[config.mk]
export PLATFORM = sky130hd
export DESIGN_NAME = cla_seq_add_ctrl_flat
export DESIGN_NICKNAME = d
export VERILOG_FILES = /design/src/rtl/cla_seq_add_ctrl_if.sv /design/src/rtl/cla_seq_add_ctrl.sv /design/src/flat_wrapper.sv
export SDC_FILE = /design/constraint.sdc
export NUM_CORES = 1
export LEC_CHECK = 0
export ABC_AREA = 1
export BUFFER_PORTS_ARGS = -buffer_cell sky130_fd_sc_hd__buf_2
export CORE_ASPECT_RATIO = 0.5
export CORE_MARGIN = 3
export CORE_UTILIZATION = 50
export DETAILED_ROUTE_END_ITERATION = 6
export PLACE_DENSITY = 0.83
export SETUP_SLACK_MARGIN = 0.4
export SLEW_MARGIN = 20
export SYNTH_ARGS = -nofsm -noshare
export SYNTH_HDL_FRONTEND = slang
export SYNTH_SLANG_ARGS = --single-unit
[constraint.sdc]
create_clock -name clk -period 4.2 [get_ports clk]
set_clock_uncertainty 0.05 [all_clocks]
set_input_delay 0.84 -clock clk [delete_from_list [all_inputs] [get_ports clk]]
set_output_delay 0.84 -clock clk [all_outputs]
set_load 0.005 [all_outputs]
[src/rtl/cla_seq_add_ctrl_if.sv]
// rtl/cla_seq_add_ctrl_if.sv - command/result handshake bundle for the sequential CLA adder (ovf member under CLA_SEQ_OVF_EN)
interface cla_seq_add_ctrl_if #(
    parameter int WIDTH = 16
);
    logic             start_valid;
    logic             start_ready;
    logic [WIDTH-1:0] a;
    logic [WIDTH-1:0] b;
    logic             cin;
    logic [WIDTH-1:0] sum;
    logic             cout;
    logic             done_valid;
    logic             done_ready;
    logic             busy;
`ifdef CLA_SEQ_OVF_EN
    logic             ovf;

    modport master (
        output start_valid, a, b, cin, done_ready,
        input  start_ready, sum, cout, done_valid, busy, ovf
    );
    modport slave (
        input  start_valid, a, b, cin, done_ready,
        output start_ready, sum, cout, done_valid, busy, ovf
    );
`else
    modport master (
        output start_valid, a, b, cin, done_ready,
        input  start_ready, sum, cout, done_valid, busy
    );
    modport slave (
        input  start_valid, a, b, cin, done_ready,
        output start_ready, sum, cout, done_valid, busy
    );
`endif
endinterface

[src/rtl/cla_seq_add_ctrl.sv]
// rtl/cla_seq_add_ctrl.sv - sequential adder reusing one 4-bit carry lookahead slice per clock; optional ovf via CLA_SEQ_OVF_EN
module cla_seq_add_ctrl #(
    parameter int WIDTH = 16
) (
    input  logic              clk,
    input  logic              rst_n,
    cla_seq_add_ctrl_if.slave bus
);
    localparam int NSLICE = WIDTH / 4;
    localparam int IW     = (NSLICE > 1) ? $clog2(NSLICE) : 1;
    localparam logic [IW-1:0] LAST_IDX = IW'(NSLICE - 1);

    typedef enum logic [1:0] {
        IDLE = 2'd0,
        RUN  = 2'd1,
        DONE = 2'd2
    } state_t;

    state_t           state_q, state_d;
    logic [IW-1:0]    idx_q, idx_d;
    logic             carry_q, carry_d;
    logic [WIDTH-1:0] a_q, a_d;
    logic [WIDTH-1:0] b_q, b_d;
    logic [WIDTH-1:0] sum_q, sum_d;
    logic             cout_q, cout_d;
    logic             done_valid_q, done_valid_d;
    logic             busy_q, busy_d;
    logic             start_ready_q, start_ready_d;
`ifdef CLA_SEQ_OVF_EN
    logic             ovf_q, ovf_d;
`endif

    logic [IW+1:0]    bit_base;
    logic [3:0]       sa, sb, p, g, c;

    // Current slice operands and its 4-bit lookahead carries from the registered carry-in
    always_comb begin
        bit_base = {idx_q, 2'b00};
        sa = a_q[bit_base +: 4];
        sb = b_q[bit_base +: 4];
        p  = sa ^ sb;
        g  = sa & sb;
        c[0] = g[0] | (p[0] & carry_q);
        c[1] = g[1] | (p[1] & g[0]) | (p[1] & p[0] & carry_q);
        c[2] = g[2] | (p[2] & g[1]) | (p[2] & p[1] & g[0])
             | (p[2] & p[1] & p[0] & carry_q);
        c[3] = g[3] | (p[3] & g[2]) | (p[3] & p[2] & g[1])
             | (p[3] & p[2] & p[1] & g[0]) | (p[3] & p[2] & p[1] & p[0] & carry_q);
    end

    // Next-state and registered-output computation for IDLE/RUN/DONE sequencing
    always_comb begin
        state_d       = state_q;
        idx_d         = idx_q;
        carry_d       = carry_q;
        a_d           = a_q;
        b_d           = b_q;
        sum_d         = sum_q;
        cout_d        = cout_q;
        done_valid_d  = done_valid_q;
        busy_d        = busy_q;
        start_ready_d = start_ready_q;
`ifdef CLA_SEQ_OVF_EN
        ovf_d         = ovf_q;
`endif
        case (state_q)
            IDLE: begin
                if (bus.start_valid) begin
                    state_d       = RUN;
                    a_d           = bus.a;
                    b_d           = bus.b;
                    carry_d       = bus.cin;
                    idx_d         = '0;
                    busy_d        = 1'b1;
                    start_ready_d = 1'b0;
                end
            end
            RUN: begin
                sum_d[bit_base +: 4] = p ^ {c[2:0], carry_q};
                carry_d              = c[3];
                if (idx_q == LAST_IDX) begin
                    idx_d        = '0;
                    state_d      = DONE;
                    cout_d       = c[3];
                    done_valid_d = 1'b1;
`ifdef CLA_SEQ_OVF_EN
                    ovf_d        = c[3] ^ c[2];
`endif
                end else begin
                    idx_d = idx_q + IW'(1);
                end
            end
            DONE: begin
                // Result held until the consumer takes it; new commands are not queued
                if (bus.done_ready) begin
                    state_d       = IDLE;
                    done_valid_d  = 1'b0;
                    busy_d        = 1'b0;
                    start_ready_d = 1'b1;
                end
            end
            default: begin
                state_d       = IDLE;
                done_valid_d  = 1'b0;
                busy_d        = 1'b0;
                start_ready_d = 1'b1;
            end
        endcase
    end

    // State and output registers; reset aborts any in-flight operation
    always_ff @(posedge clk or negedge rst_n) begin
        if (!rst_n) begin
            state_q       <= IDLE;
            idx_q         <= '0;
            carry_q       <= 1'b0;
            a_q           <= '0;
            b_q           <= '0;
            sum_q         <= '0;
            cout_q        <= 1'b0;
            done_valid_q  <= 1'b0;
            busy_q        <= 1'b0;
            start_ready_q <= 1'b1;
`ifdef CLA_SEQ_OVF_EN
            ovf_q         <= 1'b0;
`endif
        end else begin
            state_q       <= state_d;
            idx_q         <= idx_d;
            carry_q       <= carry_d;
            a_q           <= a_d;
            b_q           <= b_d;
            sum_q         <= sum_d;
            cout_q        <= cout_d;
            done_valid_q  <= done_valid_d;
            busy_q        <= busy_d;
            start_ready_q <= start_ready_d;
`ifdef CLA_SEQ_OVF_EN
            ovf_q         <= ovf_d;
`endif
        end
    end

    assign bus.start_ready = start_ready_q;
    assign bus.sum         = sum_q;
    assign bus.cout        = cout_q;
    assign bus.done_valid  = done_valid_q;
    assign bus.busy        = busy_q;
`ifdef CLA_SEQ_OVF_EN
    assign bus.ovf         = ovf_q;
`endif

endmodule

[src/flat_wrapper.sv]
// flat-port wrapper written by rule: the top's interface ports become plain ports
module cla_seq_add_ctrl_flat 
#(
    parameter int WIDTH = 16
)
  (clk, rst_n, bus_start_valid, bus_a, bus_b, bus_cin, bus_done_ready, bus_start_ready, bus_sum, bus_cout, bus_done_valid, bus_busy);
  cla_seq_add_ctrl_if #(.WIDTH(WIDTH)) bus_i ();
  input  logic clk;
  input  logic rst_n;
  input wire logic [$bits(bus_i.start_valid)-1:0] bus_start_valid;
  input wire logic [$bits(bus_i.a)-1:0] bus_a;
  input wire logic [$bits(bus_i.b)-1:0] bus_b;
  input wire logic [$bits(bus_i.cin)-1:0] bus_cin;
  input wire logic [$bits(bus_i.done_ready)-1:0] bus_done_ready;
  output wire logic [$bits(bus_i.start_ready)-1:0] bus_start_ready;
  output wire logic [$bits(bus_i.sum)-1:0] bus_sum;
  output wire logic [$bits(bus_i.cout)-1:0] bus_cout;
  output wire logic [$bits(bus_i.done_valid)-1:0] bus_done_valid;
  output wire logic [$bits(bus_i.busy)-1:0] bus_busy;
  assign bus_i.start_valid = bus_start_valid;
  assign bus_i.a = bus_a;
  assign bus_i.b = bus_b;
  assign bus_i.cin = bus_cin;
  assign bus_i.done_ready = bus_done_ready;
  assign bus_start_ready = bus_i.start_ready;
  assign bus_sum = bus_i.sum;
  assign bus_cout = bus_i.cout;
  assign bus_done_valid = bus_i.done_valid;
  assign bus_busy = bus_i.busy;
  cla_seq_add_ctrl #(.WIDTH(WIDTH)) u_core (.clk(clk), .rst_n(rst_n), .bus(bus_i));
endmodule
==> flow_metrics.tcl, run 1 <==
set metrics [dict create \
    setup.worst_path.class "reg -> reg" \
    mappedNetlistArea_sq_mm 0.002741 \
    synth_edf_count 0 \
    detail_route.wl_per_cell_um 13.16 \
    leakage_nw 1.803 \
    cts_tree "done" \
    grt_antenna_before_repair 0 \
    post-route-period-util 0.6965 \
    fin_cells 466 \
    initial_utilization 0.5362 \
    gpl_congestion 0.9607 \
    finalSetupTns_ps 0 \
    synth.yosys.seq_area_share 0.5208 \
    setup.reg_to_reg.worst_slack_ps 1270 \
    startpoint_of_the_worst_setup_timing_path "u_core.idx_q[0]" \
    power.total_mw 2.992 \
    critPathLaunchType "register" \
    worstPathRequired_ps 4430 \
    drc_errors 0 \
    flow.area_growth_from_synthesis_pct 21.27 \
    power.switching_mw 1.283 \
    ir_drop_uv 337.7 \
    clockPowerShare 0.219 \
    hold_path.class "reg -> reg" \
    multi_input_gate_area_in_the_final_layout_sq_mm 0.001176 \
    vias_in_the_first_global_route 2318 \
    critical_path_peak_fanout 27 \
    critical_path_end_type "register" \
    die_h_um 58.36 \
    cp.arrival_ps 3150 \
    rows 18 \
    cts_resized 0 \
    netlist_instances 334 \
    internal-power_mw 1.709 \
    global_route.overflow_total 0 \
    hold_violations 0 \
    numCtsBuffers 9 \
    ff_latch_area_sq_mm 0.001428 \
    floorplan.core_area_sq_mm 0.005112 \
    clk_root_buffer_cell "sky130_fd_sc_hd__clkbuf_8" \
    switching_share 0.4287 \
    nNetsFinal 440 \
    avgViaCountPerCell 5.161 \
    r2r_start "u_core.idx_q[0]" \
    synth-main-ff-cell "sky130_fd_sc_hd__dfrtp_1" \
    timing.max_slew.rel_slack 0.4638 \
    bufs_on_longest_clock_path 2 \
    clk_pin_slew_worst_paths_ps 60 \
    maximum_operating_frequency_ghz 0.3418 \
    vias 2405 \
    postCtsSetupBuffers 0 \
    power.share.combinational 0.457 \
    totalWireLength_um 6132 \
    report.final.slew_viol_count 0 \
    grt.total_usage 0.2067 \
    cts_hold_repair.buffers 0 \
    cts.htree.levels 3 \
    synthArstFlopShare 1.000 \
    dieArea_sq_mm 0.006461 \
    place.detailed.instances 450 \
    seqPwrFrac 0.324 \
    drt_pre_antenna_iters 4 \
    ys.warnings.count 0 \
    clock_sink_count 57 \
    clock_latency_ps 340 \
    hold_ws_ps 428.0 \
    synthesis.nets 383 \
    worst_pin_slew_ps 804.3 \
    num_antenna_cells 0 \
    floorplan.io_pins 57 \
    die_w_um 110.7 \
    numPortBuffers 56 \
    ys_seq_elements 57 \
    drtAntennaViolNets 0 \
    crit-reg2reg-capture "u_core.bus.sum[15]" \
    power.density_cell_area_mw_per_mm2 900.0 \
    grt_start_max_net_pins 58 \
    outcome "complete, no violations" \
    cap_viol_max_count 0 \
    setup_viol_count_final 0 \
    timing.reg2reg.worst_path_depth 13 \
    grt_first_pass_wirelength_um 10630 \
    period_needed_ps 2925 \
    post_synth.cell_area_avg_sq_um 8.208 \
    cell_variety_after_synth 25 \
    layout-drive-gt1-share 0.2146 \
    detailedPlacementHpwl_um 4433 \
    rsz0062_at_grt "no" \
    n_fill_cell 412 \
    drt_first_iter_violations 127 \
    setup.worst_path.end "u_core.bus.sum[15]" \
]
## cell usage in the layout, fill, tap and decap left out, drive strengths merged
| master | instances |
|---|---|
| nand3 | 8 |
| o22ai | 8 |
| clkbuf | 12 |
| nand4 | 2 |
| xnor2 | 1 |
| inv | 22 |
| buf | 57 |
| o31ai | 3 |
| dfstp | 1 |
| nor2 | 33 |
| ha | 11 |
| clkinvlp | 1 |
| o21ai | 38 |
| nand2 | 136 |
| nor3 | 1 |
| fa | 1 |
| dfrtp | 56 |
| xor2 | 2 |
| bufinv | 3 |
## metrics by stage
step	worst slack [ps]	instance area [sq um]	util
2_1_floorplan	2097	2741	-
3_3_place_gp	1563	3062	0.5989
3_5_place_dp	1362	3062	0.5989
4_1_cts	1337	3324	0.6503
5_1_grt	984.5	3324	0.6503
6_report	1275	3324	0.6503
## logic make-up (layout without fill, tap and decap cells)
family | count (synthesis) | in the layout | synth area share
AND/OR/NAND/NOR | 180 | 180 | 0.2661
AO/OA/AOI/OAI | 49 | 49 | 0.09585
adder cells (fa/ha/maj) | 12 | 12 | 0.05751
XOR/XNOR | 3 | 3 | 0.009586
flip-flops | 57 | 57 | 0.5208
buffers and inverters | 33 | 95 | 0.05020
## layer usage
| metal | vias up | wire length [um] | GRT usage |
|---|---|---|---|
| li1 | 1180 | - | - |
| met1 | 1137 | 2768 | 0.2692 |
| met2 | 81 | 2861 | 0.3379 |
| met3 | 7 | 429 | 0.07084 |
| met4 | 0 | 72 | 0.05789 |
| met5 | - | 0 | 0 |
## area by class of cell
cell class,instances,area share
Multi-Input combinational cell,244,0.3538
Clock inverter,4,0.02936
Clock buffer,12,0.04968
Inverter,22,0.02484
Timing Repair Buffer,57,0.08656
Tap cell,70,0.02635
Sequential cell,57,0.4294
## sequential cells by signal, indices dropped and copies added, names as in the netlist
register / cells
u_core.idx_q: 2
u_core.bus.sum: 16
u_core.carry_q: 1
u_core.state_q: 2
u_core.a_q: 16
u_core.bus.busy: 1
u_core.bus.cout: 1
u_core.bus.done_valid: 1
u_core.b_q: 16
u_core.bus.start_ready: 1
## cells in the mapped netlist, types with 3 or more instances
cell type,number,area (sq um)
sky130_fd_sc_hd__nor2_4,3,33.78
sky130_fd_sc_hd__o21ai_0,36,180.2
sky130_fd_sc_hd__inv_1,18,67.56
sky130_fd_sc_hd__nor2_1,28,105.1
sky130_fd_sc_hd__nand2_1,134,503.0
sky130_fd_sc_hd__clkbuf_1,3,11.26
sky130_fd_sc_hd__ha_1,11,137.6
sky130_fd_sc_hd__inv_2,4,15.01
sky130_fd_sc_hd__buf_2,5,25.02
sky130_fd_sc_hd__dfrtp_1,56,1401
sky130_fd_sc_hd__o31ai_1,3,22.52
sky130_fd_sc_hd__nand3_1,8,40.04
sky130_fd_sc_hd__o22ai_1,8,50.05
## power by group through the flow
stage	clock network, mW	registers [mW]	logic, mW
2_1_floorplan	0	0.906	1.02
3_3_place_gp	0	0.968	1.26
3_5_place_dp	0	0.974	1.34
4_1_cts	0.666	0.967	1.35
5_1_grt	0.694	0.998	1.55
6_report	0.655	0.970	1.37
## critical path, cell delays in order, from the launching register on
cell                      delay (ps)
sky130_fd_sc_hd__dfrtp_1         870
sky130_fd_sc_hd__inv_2           320
sky130_fd_sc_hd__o21ai_0         240
sky130_fd_sc_hd__o22ai_1         110
sky130_fd_sc_hd__ha_1            390
sky130_fd_sc_hd__nand2_1         110
sky130_fd_sc_hd__nand2_1          70
sky130_fd_sc_hd__nor2_1          150
sky130_fd_sc_hd__nand2_1          70
sky130_fd_sc_hd__nand2_1         100
sky130_fd_sc_hd__nand3_1         100
sky130_fd_sc_hd__nor2_1          160
sky130_fd_sc_hd__nand2_1          70
sky130_fd_sc_hd__nand2_1          50
## how the worst min path moves through the flow
stage / from / endpoint / slack (ps) / cells past startpoint
3_3_place_gp: u_core.bus.cout / u_core.bus.cout / 410 / 2
4_1_cts: u_core.a_q[5] / u_core.a_q[5] / 430 / 2
2_1_floorplan: u_core.a_q[10] / u_core.a_q[10] / 390 / 2
6_report: u_core.a_q[5] / u_core.a_q[5] / 430 / 2
3_5_place_dp: u_core.b_q[5] / u_core.b_q[5] / 410 / 2
5_1_grt: u_core.b_q[12] / u_core.b_q[12] / 460 / 2
No activity file was read; power rests on OpenSTA's default activity.
==> run 2: changes to the inputs <==
--- a/config.mk
+++ b/config.mk
@@ -9,9 +9,9 @@
 export BUFFER_PORTS_ARGS = -buffer_cell sky130_fd_sc_hd__buf_2
 export CORE_ASPECT_RATIO = 0.5
 export CORE_MARGIN = 3
-export CORE_UTILIZATION = 50
+export CORE_UTILIZATION = 49
 export DETAILED_ROUTE_END_ITERATION = 6
-export PLACE_DENSITY = 0.83
+export PLACE_DENSITY = 0.85
 export SETUP_SLACK_MARGIN = 0.4
 export SLEW_MARGIN = 20
 export SYNTH_ARGS = -nofsm -noshare
==> constraint.sdc (replaced) <==
create_clock -name clk -period 2.65 [get_ports clk]
set_clock_uncertainty 0.05 [all_clocks]
set_input_delay 0.53 -clock clk [delete_from_list [all_inputs] [get_ports clk]]
set_output_delay 0.53 -clock clk [all_outputs]
set_load 0.005 [all_outputs]
==> run 2 against run 1 <==
Combinational power increased by 80%. Hold slack got worse by 92 ps. Maximum frequency up 37%. Count of clock-buffer cells in the layout up 1. Register-to-register slack got worse by 760 ps. Sequential power rose by 52%. Final cell count is 1.7% higher. Via count down 0.87%. Critical path depth shrank 3. Critical path type unchanged. Global-route usage down 1.3 points. First-iteration DRC count decreased by 10%. Sequential cell count did not move.
==> flow_metrics.tcl, run 2 (same netlist as run 1, synthesis figures left out) <==
set metrics [dict create \
    flow.area_growth_from_synthesis_pct 22.14 \
    layout.cells.most_common_list "sky130_fd_sc_hd__nand2_1 (133), sky130_fd_sc_hd__buf_2 (56), sky130_fd_sc_hd__dfrtp_1 (56)" \
    vias 2384 \
    die_h_um 58.89 \
    nNetsFinal 448 \
    seqPwrFrac 0.313 \
    cts_tree "done" \
    cts.htree.levels 3 \
    drtAntennaViolNets 0 \
    cp.arrival_ps 2360 \
    initial_utilization 0.5315 \
    critical_path_peak_fanout 12 \
    mostFrequentLayoutCell "sky130_fd_sc_hd__nand2_1" \
    drt_pre_antenna_iters 4 \
    period_needed_ps 2133 \
    global_route.overflow_total 0 \
    post_dp_cell_area_sq_mm 0.003099 \
    grt_first_pass_wirelength_um 9963 \
    timing.critical_path.slowest_cell_delay_ps 410 \
    power.switching_mw 2.077 \
    maximum_operating_frequency_ghz 0.4689 \
    switching_share 0.4415 \
    design_area_sq_mm 0.003348 \
    hold_violations 0 \
    power.share.combinational 0.523 \
    timing.critical_path.mode_cell "sky130_fd_sc_hd__nand2_1" \
    drt_first_iter_violations 114 \
    grt_antenna_before_repair 0 \
    numPortBuffers 56 \
    avgViaCountPerCell 5.030 \
    worst_pin_slew_ps 516.1 \
    power.density_cell_area_mw_per_mm2 1405 \
    utilization 0.6492 \
    crit-reg2reg-capture "u_core.bus.sum[7]" \
    timing.hold.worst_path_depth 2 \
    timing.critical_path.cells "buf_4 > o21ai_0 > o22ai_2 > ha_1 > nand4_1 > nand3_1 > nand3_2 > nor2_2 > nand2_1 > nand2_1" \
    worstPathRequired_ps 2870 \
    holdPathEnd "u_core.state_q[1]" \
    floorplan.core_area_sq_mm 0.005157 \
    ir_drop_uv 598.5 \
    gpl_congestion 0.9373 \
    dieArea_sq_mm 0.006583 \
    internal-power_mw 2.628 \
    num_antenna_cells 0 \
    cap_viol_max_count 0 \
    setup.worst_path.class "reg -> reg" \
    r2r_start "u_core.idx_q[0]" \
    clock_sink_count 57 \
    setup.reg_to_reg.worst_slack_ps 520 \
    totalWireLength_um 6050 \
    floorplan.io_pins 57 \
    leakage_nw 1.823 \
    finalSetupTns_ps 0 \
    outcome "complete, no violations" \
    grt_start_max_net_pins 36 \
    rows 18 \
    clk_root_buffer_cell "sky130_fd_sc_hd__clkbuf_8" \
    grt.total_usage 0.1933 \
    setup_viol_count_final 0 \
    timing.reg2reg.worst_path_depth 10 \
    n_fill_cell 436 \
    detailedPlacementHpwl_um 4337 \
    critPathLaunchType "register" \
    numCtsBuffers 9 \
    worstHoldStart "bus_done_ready" \
    timing.max_slew.rel_slack 0.6555 \
    detail_route.wl_per_cell_um 12.76 \
    bufs_on_longest_clock_path 2 \
    layout-drive-gt1-share 0.2401 \
    drc_errors 0 \
    vias_in_the_first_global_route 2229 \
    rsz0062_at_grt "yes" \
    die_w_um 111.8 \
    hold_path.class "in -> reg" \
    timing.critical_path.slowest_stage_cell "sky130_fd_sc_hd__dfrtp_1" \
    report.final.slew_viol_count 0 \
    clk_pin_slew_worst_paths_ps 60 \
    clockPowerShare 0.165 \
    post-route-period-util 0.8049 \
    critical_path_end_type "register" \
    clock_latency_ps 330 \
]
## run 2: cell types whose count changed in the layout (fill, tap and decap cells not counted), sizes merged
| cell | before | now |
|---|---|---|
| bufinv | 3 | 1 |
| clkinvlp | 1 | 0 |
| buf | 57 | 64 |
| dlygate4sd3 | 0 | 1 |
| clkbuf | 12 | 13 |
| clkinv | 0 | 2 |
## run 2: stage by stage
| stage | hold WS (ps) | instances | power, mW | setup slack (ps) |
|---|---|---|---|---|
| after CTS | 323.0 | 472 | 4.465 | 424.3 |
| after detailed placement | 327.9 | 455 | 3.670 | 457.8 |
| after floorplan | 184.4 | 334 | 3.058 | 547.2 |
| after global routing | 331.3 | 474 | 5.115 | 322.7 |
| final | 336.0 | 474 | 4.705 | 517.1 |
| after global placement | 326.0 | 455 | 3.585 | 510.7 |
## run 2: area by class of cell
class	instances	area [sq um]	share of cell area
Clock inverter	3	40.04	0.01196
Clock buffer	13	148.9	0.04447
Multi-Input combinational cell	244	1209	0.3610
Tap cell	70	87.58	0.02616
Inverter	22	85.08	0.02541
Sequential cell	57	1428	0.4264
Timing Repair Buffer	65	350.3	0.1046
## run 2: what timing repair did
action / in CTS / in global routing
setup endpoints to repair: 0 / 13
resized for setup: 0 / 13
setup buffers: 0 / 2
hold endpoints to repair: 7 / 0
hold buffers: 1 / 0
## run 2: worst max path at each step
stage	startpoint	end	slack [ps]	cells after the start
2_1_floorplan	u_core.idx_q[0]	u_core.bus.sum[14]	550	10
3_3_place_gp	u_core.idx_q[0]	u_core.bus.sum[7]	510	13
3_5_place_dp	u_core.idx_q[0]	u_core.bus.sum[7]	460	11
4_1_cts	u_core.idx_q[0]	u_core.bus.sum[7]	420	11
5_1_grt	u_core.idx_q[0]	u_core.bus.sum[7]	320	10
6_report	u_core.idx_q[0]	u_core.bus.sum[7]	520	10
## run 2: power groups by stage
stage                     sequential, mW  combinational (mW)  clock, mW
after global placement              1.47                2.11          0
after CTS                           1.46                2.21      0.792
after global routing                1.52                2.76      0.835
after detailed placement            1.47                2.20          0
after floorplan                     1.44                1.62          0
final                               1.47                2.46      0.776
## run 2: routing by layer
metal  wire length, um  part of all wire  vias up  track usage
li1                  -                 -     1197            -
met3               378             0.062       13      0.07598
met5                 0                 0        -            0
met1              2814              0.47     1110       0.2583
met4                93             0.015        0      0.05546
met2              2764              0.46       64       0.2973
## run 2: critical path, delay by kind of cell (launching register included)
kind                       cells  cell delay (ps)
and+or+nand+nor                6              670
DFF                            1              410
buffers and inverters          1              190
AOI/OAI and AO/OA              2              400
adders and majority gates      1              340
